File: src/rtl/axis_pkt_tx_if.sv
// -----------------------------------------------------------------------------
// axis_pkt_tx_if
// Bundles the command port and the AXI-Stream beat port of axis_pkt_tx.
// Signal names keep the transmitter's point of view (i_ = into the transmitter,
// o_ = out of the transmitter).
//   master modport : transmitter side (drives o_*, reads i_*)
//   slave  modport : environment side (drives i_*, reads o_*)
// Signals:
//   o_cmd_ready  command port ready
//   i_cmd_valid  command port valid
//   i_cmd_len    packet length minus one
//   i_cmd_seed   data value of the first beat
//   i_cmd_step   increment added per beat
//   i_ready      downstream ready
//   o_valid      stream valid
//   o_data       stream data
//   o_last       last beat of the packet
//   o_busy       packet in flight
// -----------------------------------------------------------------------------
interface axis_pkt_tx_if #(
  parameter int NB_DATA = 32,
  parameter int NB_LEN  = 16
);
  logic               o_cmd_ready;
  logic               i_cmd_valid;
  logic [NB_LEN-1:0]  i_cmd_len;
  logic [NB_DATA-1:0] i_cmd_seed;
  logic [NB_DATA-1:0] i_cmd_step;
  logic               i_ready;
  logic               o_valid;
  logic [NB_DATA-1:0] o_data;
  logic               o_last;
  logic               o_busy;

  modport master (
    output o_cmd_ready, o_valid, o_data, o_last, o_busy,
    input  i_cmd_valid, i_cmd_len, i_cmd_seed, i_cmd_step, i_ready
  );

  modport slave (
    input  o_cmd_ready, o_valid, o_data, o_last, o_busy,
    output i_cmd_valid, i_cmd_len, i_cmd_seed, i_cmd_step, i_ready
  );
endinterface

File: src/rtl/axis_pkt_tx.sv
// -----------------------------------------------------------------------------
// axis_pkt_tx
// AXI-Stream packet transmitter. A command (length-1, seed, step) accepted on
// the command port produces one packet of len+1 beats whose data follows
// seed, seed+step, seed+2*step, ... (modulo 2^NB_DATA); the final beat carries
// o_last. All outputs are registered; there is no input-to-output
// combinational path.
// Ports:
//   i_clk        clock, rising edge
//   i_rst_n      asynchronous active-low reset
//   bus          axis_pkt_tx_if.master (command + stream signals)
//   o_stall_cnt  [31:0] saturating count of cycles with o_valid & !i_ready
//                (present only when AXIS_PKT_TX_STALL_CNT_EN is defined)
// Optional feature macro: AXIS_PKT_TX_STALL_CNT_EN
// -----------------------------------------------------------------------------
module axis_pkt_tx #(
  parameter int NB_DATA = 32,
  parameter int NB_LEN  = 16
) (
  input  logic               i_clk,
  input  logic               i_rst_n,
  axis_pkt_tx_if.master      bus
`ifdef AXIS_PKT_TX_STALL_CNT_EN
  ,
  output logic [31:0]        o_stall_cnt
`endif
);

  typedef enum logic [0:0] {
    ST_IDLE = 1'b0,
    ST_SEND = 1'b1
  } state_t;

  state_t             state_q,     state_d;
  logic [NB_DATA-1:0] data_q,      data_d;
  logic [NB_DATA-1:0] step_q,      step_d;
  logic [NB_LEN-1:0]  rem_q,       rem_d;
  logic               valid_q,     valid_d;
  logic               last_q,      last_d;
  logic               cmd_ready_q, cmd_ready_d;
  logic               busy_q,      busy_d;

  // State and datapath registers
  always_ff @(posedge i_clk or negedge i_rst_n) begin
    if (!i_rst_n) begin
      state_q     <= ST_IDLE;
      data_q      <= {NB_DATA{1'b0}};
      step_q      <= {NB_DATA{1'b0}};
      rem_q       <= {NB_LEN{1'b0}};
      valid_q     <= 1'b0;
      last_q      <= 1'b0;
      cmd_ready_q <= 1'b1;
      busy_q      <= 1'b0;
    end else begin
      state_q     <= state_d;
      data_q      <= data_d;
      step_q      <= step_d;
      rem_q       <= rem_d;
      valid_q     <= valid_d;
      last_q      <= last_d;
      cmd_ready_q <= cmd_ready_d;
      busy_q      <= busy_d;
    end
  end

  // Next-state and next-output logic
  always_comb begin
    state_d     = state_q;
    data_d      = data_q;
    step_d      = step_q;
    rem_d       = rem_q;
    valid_d     = valid_q;
    last_d      = last_q;
    cmd_ready_d = cmd_ready_q;
    busy_d      = busy_q;
    case (state_q)
      ST_IDLE: begin
        if (bus.i_cmd_valid && cmd_ready_q) begin
          step_d      = bus.i_cmd_step;
          rem_d       = bus.i_cmd_len;
          data_d      = bus.i_cmd_seed;
          valid_d     = 1'b1;
          last_d      = (bus.i_cmd_len == {NB_LEN{1'b0}});
          cmd_ready_d = 1'b0;
          busy_d      = 1'b1;
          state_d     = ST_SEND;
        end else begin
          valid_d     = 1'b0;
          last_d      = 1'b0;
        end
      end
      ST_SEND: begin
        if (valid_q && bus.i_ready) begin
          if (last_q) begin
            valid_d     = 1'b0;
            last_d      = 1'b0;
            cmd_ready_d = 1'b1;
            busy_d      = 1'b0;
            state_d     = ST_IDLE;
          end else begin
            // Counting remaining down from len means a full 2^NB_LEN-beat
            // packet never needs a wider counter.
            data_d = data_q + step_q;
            rem_d  = rem_q - NB_LEN'(1'b1);
            last_d = (rem_q == NB_LEN'(1'b1));
          end
        end else begin
          // Stall: hold the beat until it is accepted.
          valid_d = valid_q;
        end
      end
      default: begin
        state_d     = ST_IDLE;
        valid_d     = 1'b0;
        last_d      = 1'b0;
        cmd_ready_d = 1'b1;
        busy_d      = 1'b0;
      end
    endcase
  end

  assign bus.o_cmd_ready = cmd_ready_q;
  assign bus.o_valid     = valid_q;
  assign bus.o_data      = data_q;
  assign bus.o_last      = last_q;
  assign bus.o_busy      = busy_q;

`ifdef AXIS_PKT_TX_STALL_CNT_EN
  logic [31:0] stall_cnt_q, stall_cnt_d;

  // Saturating stall counter next value
  always_comb begin
    stall_cnt_d = stall_cnt_q;
    if (valid_q && !bus.i_ready && (stall_cnt_q != 32'hFFFF_FFFF)) begin
      stall_cnt_d = stall_cnt_q + 32'd1;
    end else begin
      stall_cnt_d = stall_cnt_q;
    end
  end

  // Stall counter register, cleared only by reset
  always_ff @(posedge i_clk or negedge i_rst_n) begin
    if (!i_rst_n) begin
      stall_cnt_q <= 32'd0;
    end else begin
      stall_cnt_q <= stall_cnt_d;
    end
  end

  assign o_stall_cnt = stall_cnt_q;
`endif

endmodule

File: src/flat_wrapper.sv
// flat-port wrapper written by rule: the top's interface ports become plain ports
module axis_pkt_tx_flat 
#(
  parameter int NB_DATA = 32,
  parameter int NB_LEN  = 16
)
  (i_clk, i_rst_n, bus_o_cmd_ready, bus_o_valid, bus_o_data, bus_o_last, bus_o_busy, bus_i_cmd_valid, bus_i_cmd_len, bus_i_cmd_seed, bus_i_cmd_step, bus_i_ready);
  axis_pkt_tx_if #(.NB_DATA(NB_DATA), .NB_LEN(NB_LEN)) bus_i ();
  input  logic i_clk;
  input  logic i_rst_n;
  output wire logic [$bits(bus_i.o_cmd_ready)-1:0] bus_o_cmd_ready;
  output wire logic [$bits(bus_i.o_valid)-1:0] bus_o_valid;
  output wire logic [$bits(bus_i.o_data)-1:0] bus_o_data;
  output wire logic [$bits(bus_i.o_last)-1:0] bus_o_last;
  output wire logic [$bits(bus_i.o_busy)-1:0] bus_o_busy;
  input wire logic [$bits(bus_i.i_cmd_valid)-1:0] bus_i_cmd_valid;
  input wire logic [$bits(bus_i.i_cmd_len)-1:0] bus_i_cmd_len;
  input wire logic [$bits(bus_i.i_cmd_seed)-1:0] bus_i_cmd_seed;
  input wire logic [$bits(bus_i.i_cmd_step)-1:0] bus_i_cmd_step;
  input wire logic [$bits(bus_i.i_ready)-1:0] bus_i_ready;
  assign bus_o_cmd_ready = bus_i.o_cmd_ready;
  assign bus_o_valid = bus_i.o_valid;
  assign bus_o_data = bus_i.o_data;
  assign bus_o_last = bus_i.o_last;
  assign bus_o_busy = bus_i.o_busy;
  assign bus_i.i_cmd_valid = bus_i_cmd_valid;
  assign bus_i.i_cmd_len = bus_i_cmd_len;
  assign bus_i.i_cmd_seed = bus_i_cmd_seed;
  assign bus_i.i_cmd_step = bus_i_cmd_step;
  assign bus_i.i_ready = bus_i_ready;
  axis_pkt_tx #(.NB_DATA(NB_DATA), .NB_LEN(NB_LEN)) u_core (.i_clk(i_clk), .i_rst_n(i_rst_n), .bus(bus_i));
endmodule
File: config.mk
export PLATFORM = sky130hd
export DESIGN_NAME = axis_pkt_tx_flat
export DESIGN_NICKNAME = d
export VERILOG_FILES = /design/src/rtl/axis_pkt_tx_if.sv /design/src/rtl/axis_pkt_tx.sv /design/src/flat_wrapper.sv
export SDC_FILE = /design/constraint.sdc
export NUM_CORES = 1
export LEC_CHECK = 0
export ABC_AREA = 1
export CELL_PAD_IN_SITES_DETAIL_PLACEMENT = 0
export CELL_PAD_IN_SITES_GLOBAL_PLACEMENT = 1
export CORE_UTILIZATION = 34
export DETAILED_ROUTE_END_ITERATION = 6
export GPL_TIMING_DRIVEN = 0
export PLACE_DENSITY_LB_ADDON = 0.2
export SLEW_MARGIN = 0
export SYNTH_ARGS = -nofsm -noshare
export SYNTH_HDL_FRONTEND = slang
export SYNTH_SLANG_ARGS = --single-unit
File: constraint.sdc
create_clock -name i_clk -period 2.2 [get_ports i_clk]
set_clock_uncertainty 0.15 [all_clocks]
set_input_delay 0.44 -clock i_clk [delete_from_list [all_inputs] [get_ports i_clk]]
set_output_delay 0.44 -clock i_clk [all_outputs]
set_load 0.02 [all_outputs]
# After elaboration in Yosys (flattened, before gate mapping)
# Cells that the tools add are included.
dict set report word_totals {
  register_bits 85
  latchBits 0
  mem_bits_rw 0
  mem_bits_ro 0
  out_inout_bits 36
  elab_cells 48
  mem_count 0
}
dict set report classes {
  addsub 2
  n_mul 0
  div 0
  order_cmp 0
  n_eq_ne 5
  shifts 0
  muxes 25
  bitwise 1
  n_reduce_logical 7
}
# operator count
set op_table {}
lappend op_table {{32-bit two-way mux} 3}
lappend op_table {{32-bit one-hot mux with 2 select lines} 1}
lappend op_table {{16-bit two-way mux} 3}
lappend op_table {{32-bit adder} 1}
lappend op_table {{16-bit one-hot mux with 2 select lines} 1}
lappend op_table {{16-bit by 1-bit == test with 1-bit output, second input constant} 1}
lappend op_table {{16-bit logical NOT} 1}
lappend op_table {{16-bit by 1-bit subtractor with 16-bit output, second input constant} 1}
lappend op_table {{1-bit two-way mux} 12}
lappend op_table {{1-bit one-hot mux with 2 select lines} 5}
lappend op_table {{2-bit != test, second input constant} 3}
lappend op_table {{3-bit AND reduction} 2}
lappend op_table {{2-bit AND reduction} 2}
lappend op_table {{1-bit logical AND} 2}
lappend op_table {{2-bit by 1-bit != test with 1-bit output, second input constant} 1}
lappend op_table {{1-bit inverter} 1}

# Longest topological paths before layout
dict set report depth {
  ltp_word 4
  depth_mapped 15
}

# Worst setup path before layout
# Ideal clock, no wire load.
dict set report synth_timing {
  path_type {reg-to-reg}
  from {register u_core.data_q[0], in the netlist u_core.bus.o_data[0]}
  to {register u_core.data_q[28], in the netlist u_core.bus.o_data[28]}
  setup_ns 0.116
  arrival_time_ns 1.880
  required_time_ns 1.934
  setup_slack_ns 0.054
  stages_incl_launch_ff 13
  path_buffers 0
  period_less_slack_ns 2.146
  path_cell_list {dfrtp_1 ha_1 fa_1 nand3_1 nand3_1 nand3_1 nand3_1 nand2_1 nand2_1 nand2_1 nand3_1 nand2_1 nand2_1}
}
dict set report synth_via {
  elab_chain_len 4
}
# item line
set synth_rtl {}
lappend synth_rtl {{from (decl)} axis_pkt_tx.sv:35} ;# logic [NB_DATA-1:0] data_q, data_d;
lappend synth_rtl {{from (signal assigned)} axis_pkt_tx.sv:47} ;# data_q <= {NB_DATA{1'b0}};
lappend synth_rtl {{from (signal assigned)} axis_pkt_tx.sv:56} ;# data_q <= data_d;
lappend synth_rtl {{32-bit adder} axis_pkt_tx.sv:103} ;# data_d = data_q + step_q;
lappend synth_rtl {{32-bit two-way mux} axis_pkt_tx.sv:94} ;# if (last_q) begin
lappend synth_rtl {{32-bit two-way mux} axis_pkt_tx.sv:93} ;# if (valid_q && bus.i_ready) begin
lappend synth_rtl {{32-bit one-hot mux with 2 select lines} axis_pkt_tx.sv:76} ;# case (state_q)
# Every way passes these cells. The select of a mux whose other input is x is not followed.
# A chain may end at the register's enable or synchronous reset.

# Final worst setup path
dict set report layout_timing {
  from {register u_core.data_q[0], in the netlist u_core.bus.o_data[0]}
  to {register u_core.data_q[12], in the netlist u_core.bus.o_data[12]}
}
# The elaborated chain is that of the path after synthesis.

==> PnR_summary.wiki <==
{| class="wikitable"
! Metric !! Value
|-
| Worst r2r dst || u_core.bus.o_data[12]
|-
| Largest driver fanout on the critical path || 4
|-
| Highest metal layer with signal wires || met4
|-
| Maximum clock insertion buffer count || 2
|-
| Min cycle time layout || 2.14 ns
|-
| First-pass GRT wire length || 31.4 mm
|-
| Synthesized area per cell || 6.71 µm²
|-
| Number of cells traversed by the worst register-to-register path || 10
|-
| Buffers added on ports || 119
|-
| Most common library cell in the layout ignoring fill and taps || sky130_fd_sc_hd__nand2_1
|-
| Worst-Skew Late Latency || 0.36 ns
|-
| Cell area after synthesis || 6320 µm²
|-
| Global placer's final weighted congestion || 0.889
|-
| Instance count along the most critical hold path || 2
|-
| Worst reg-to-reg setup slack || 0.06 ns
|-
| Die area || 19100 µm²
|-
| Summed area of non-filler cells in the final layout || 8600 µm²
|-
| Number of search-and-repair iterations in the first detailed-routing pass || 7
|-
| Warnings, synthesis || 0
|-
| Count of final hold-check violations || 0
|-
| CTS tree || built
|-
| Number of remaining DRC errors || 18
|-
| Primary flip-flop cell chosen by synthesis mapping || sky130_fd_sc_hd__dfrtp_1
|-
| Area added between synthesis and finish || 36.1%
|-
| Unrepaired setup endpoints after global routing || true
|-
| Most area-consuming cells after synthesis || sky130_fd_sc_hd__dfrtp_1 33%, sky130_fd_sc_hd__nand2_1 19%, sky130_fd_sc_hd__inv_1 8.5%, sky130_fd_sc_hd__ha_1 6.5%, sky130_fd_sc_hd__nor2_1 5.9%
|-
| Via count of the first global-routing pass || 6089
|-
| Amount of wire on met2 after detailed routing || 9.29 mm
|-
| Most used cells in the layout excluding fill and tap cells || 295 x sky130_fd_sc_hd__nand2_1, 143 x sky130_fd_sc_hd__inv_1, 118 x sky130_fd_sc_hd__clkdlybuf4s50_1
|-
| Result of the run || finished, violations left
|-
| Clock slew at reported path FFs || 0.07 ns
|-
| Post-DP HPWL || 15.3 mm
|-
| Number of levels the H-tree was split into || 3
|-
| Placeable Area || 18100 µm²
|-
| Max_cap viols || 0
|-
| Pin count of the biggest net entering global routing || 49
|-
| Terminating pin of the worst hold path || u_core.bus.o_busy
|-
| Period utilization || 97.1%
|-
| Violation count after the first detailed-routing iteration || 281
|-
| Beginning of the worst register-to-register path || u_core.bus.o_data[0]
|-
| Vias post-DR || 6256
|-
| Synth cell types || 37
|-
| Net count of the finished layout || 1199
|-
| Number of enable flip-flop cells after synthesis || 0
|-
| Transition time at the pin with the least slew margin || 0.625 ns
|-
| Setup-violating endpoint count in the final report || 0
|-
| CTS sink cnt || 85
|-
| Remaining Overflow, GRT || 0
|-
| Die X-Extent || 138 µm
|-
| Total length of routed met3 wires || 1.02 mm
|-
| Global-route usage over all layers || 21.0%
|-
| Type of origin of the critical path || register
|-
| Kind of path behind the tightest hold check || reg2reg
|-
| Clk Tree Root Cell || sky130_fd_sc_hd__clkbuf_16
|-
| Routed vias/inst || 4.76
|-
| Data arrival, critical path || 2.27 ns
|-
| Fraction of the yosys area taken by sequential cells || 33.7%
|-
| Leakage || 0.00447 µW
|-
| Worst setup path category || reg2reg
|-
| Remaining antenna violation count after routing || 0
|-
| Worst slew margin relative to its limit || 58.4%
|-
| Die height || 138 µm
|-
| Clock buffers created by TritonCTS || 9
|-
| Violations in the final reports || design-rule violations
|-
| Gate Count Post-Synth || 941
|-
| Initial core utilization || 34.9%
|-
| Number of cell rows || 49
|-
| Count of placed standard cells including taps || 1290
|-
| Antenna violations before repair || 0
|-
| Count of final max-slew check failures || 0
|-
| Fraction of layout cells with a size suffix above 1 || 13.9%
|-
| Top-level port count || 120
|-
| Post-synthesis sequential element count || 85
|-
| Maximum frequency from static timing analysis || 468 MHz
|-
| Yosys top cell area share || 33.3%
|-
| Largest area contributor in the netlist || sky130_fd_sc_hd__dfrtp_1
|-
| P per Cell Area || 398 nW/µm²
|-
| Worst hold start || u_core.bus.o_busy
|-
| Detailed-route wire length || 19.6 mm
|-
| Capturing element type of the critical path || register
|-
| Met1 wire length || 9.12 mm
|-
| Wirelength per Cell || 14.9 µm
|-
| Total placed instance area || 7820 µm²
|-
| Antenna diode count || 0
|-
| Post-synthesis async set-or-reset flop share || 100%
|-
| Worst vdd ir || 414 µV
|-
| Worst slack on hold paths || 0.352 ns
|-
| Mapped Nets || 1059
|-
| Final instance count without filler cells || 1315
|-
| Req. time, crit path || 2.33 ns
|}
==> what timing repair did <==
| action | CTS | global route |
|---|---|---|
| pin swaps | 2 | 3 |
| endpoints found under the setup margin | 31 | 23 |
| hold endpoints to repair | 37 | 0 |
| hold buffers | 1 | 0 |
| setup buffers | 5 | 3 |
| gates resized for setup | 12 | 68 |
==> cell usage after synthesis (2+ instances only) <==
cell type                    n
sky130_fd_sc_hd__dfrtp_1    84
sky130_fd_sc_hd__clkbuf_1    8
sky130_fd_sc_hd__nand2_1   312
sky130_fd_sc_hd__o21ai_0    33
sky130_fd_sc_hd__o21ai_1     7
sky130_fd_sc_hd__a22oi_1     2
sky130_fd_sc_hd__nor4_1      4
sky130_fd_sc_hd__inv_1     143
sky130_fd_sc_hd__nor2_1     99
sky130_fd_sc_hd__nor3_1      3
sky130_fd_sc_hd__ha_1       33
sky130_fd_sc_hd__o21a_1      3
sky130_fd_sc_hd__o21bai_1    3
sky130_fd_sc_hd__xor2_1     11
sky130_fd_sc_hd__xnor2_1     6
sky130_fd_sc_hd__inv_2       2
sky130_fd_sc_hd__buf_4       3
sky130_fd_sc_hd__mux2_2     32
sky130_fd_sc_hd__nand3_1    58
sky130_fd_sc_hd__buf_2      12
sky130_fd_sc_hd__a31oi_1     2
sky130_fd_sc_hd__nand4_1     7
sky130_fd_sc_hd__a21oi_1    60
==> cells by family after synthesis <==
kind of cell	share of synthesized area, %
muxes	5.70
and+or+nand+nor	30.9
AOI/OAI and AO/OA	9.92
xor gates and xnor gates	2.36
buffers and inverters	10.6
adders and majority gates	6.85
DFF	33.7
==> sequential cells by signal, indices dropped and copies added, names as in the netlist <==
register	cells
u_core.bus.o_busy	1
u_core.state_q	1
u_core.bus.o_data	32
u_core.bus.o_cmd_ready	1
u_core.bus.o_valid	1
u_core.bus.o_last	1
u_core.rem_q	16
u_core.step_q	32
==> metal layers <==
| metal | vias up | GRT usage (%) |
|---|---|---|
| li1 | 3233 | - |
| met1 | 2866 | 27.7 |
| met2 | 142 | 35.3 |
| met3 | 15 | 4.61 |
| met4 | 0 | 3.84 |
| met5 | - | 0 |
==> layout make-up <==
cell class                      instances  area [µm²]
Clock buffer                           12         267
Sequential cell                        85        2130
Tap cell                              229         287
Timing Repair Buffer                  129        1290
Multi-Input combinational cell        687        3900
Buffer                                 24         126
Clock inverter                          4        55.1
Fill cell                            1878        9490
Inverter                              145         544
==> worst max-delay path: stages, from the launching register on <==
cell,delay [ns]
sky130_fd_sc_hd__dfrtp_2,0.44
sky130_fd_sc_hd__ha_4,0.18
sky130_fd_sc_hd__fa_2,0.38
sky130_fd_sc_hd__nand3_2,0.11
sky130_fd_sc_hd__nand3_4,0.10
sky130_fd_sc_hd__nand3_2,0.10
sky130_fd_sc_hd__nand3_4,0.10
sky130_fd_sc_hd__buf_4,0.16
sky130_fd_sc_hd__xor2_1,0.12
sky130_fd_sc_hd__nand2_1,0.08
sky130_fd_sc_hd__a21oi_2,0.13
==> power breakdown <==
part	leakage (µW)	switching [µW]	internal, µW
Sequential	0.00113	0	1560
Combinational	0.00319	60.8	136
Clock	0.000155	682	978
Total	0.00447	743	2680
==> stage by stage <==
step / setup TNS [ns] / util, % / setup slack [ns] / power, µW
2_1_floorplan: 0 / - / 0.0540 / 1600
3_3_place_gp: -256.31 / 43.1 / -2.78 / 1790
3_5_place_dp: -21.62 / 43.2 / -0.574 / 1790
4_1_cts: 0 / 45.5 / 0.00267 / 3450
5_1_grt: -0.215 / 47.5 / -0.0548 / 3520
6_report: 0 / 47.5 / 0.0632 / 3420
==> worst max path at each step <==
stage                         start               endpoint  slack (ns)  cells after the start
4_1_cts        u_core.bus.o_data[8]  u_core.bus.o_data[18]       0.003                     13
6_report       u_core.bus.o_data[0]  u_core.bus.o_data[12]        0.06                     10
2_1_floorplan  u_core.bus.o_data[0]  u_core.bus.o_data[28]        0.05                     12
5_1_grt        u_core.bus.o_data[0]  u_core.bus.o_data[24]       -0.05                     12
3_3_place_gp                i_rst_n      u_core.step_q[24]       -2.78                      1
3_5_place_dp        bus_i_cmd_valid  u_core.bus.o_data[16]       -0.57                      9
Note: power is estimated with default switching activity, not from simulation.
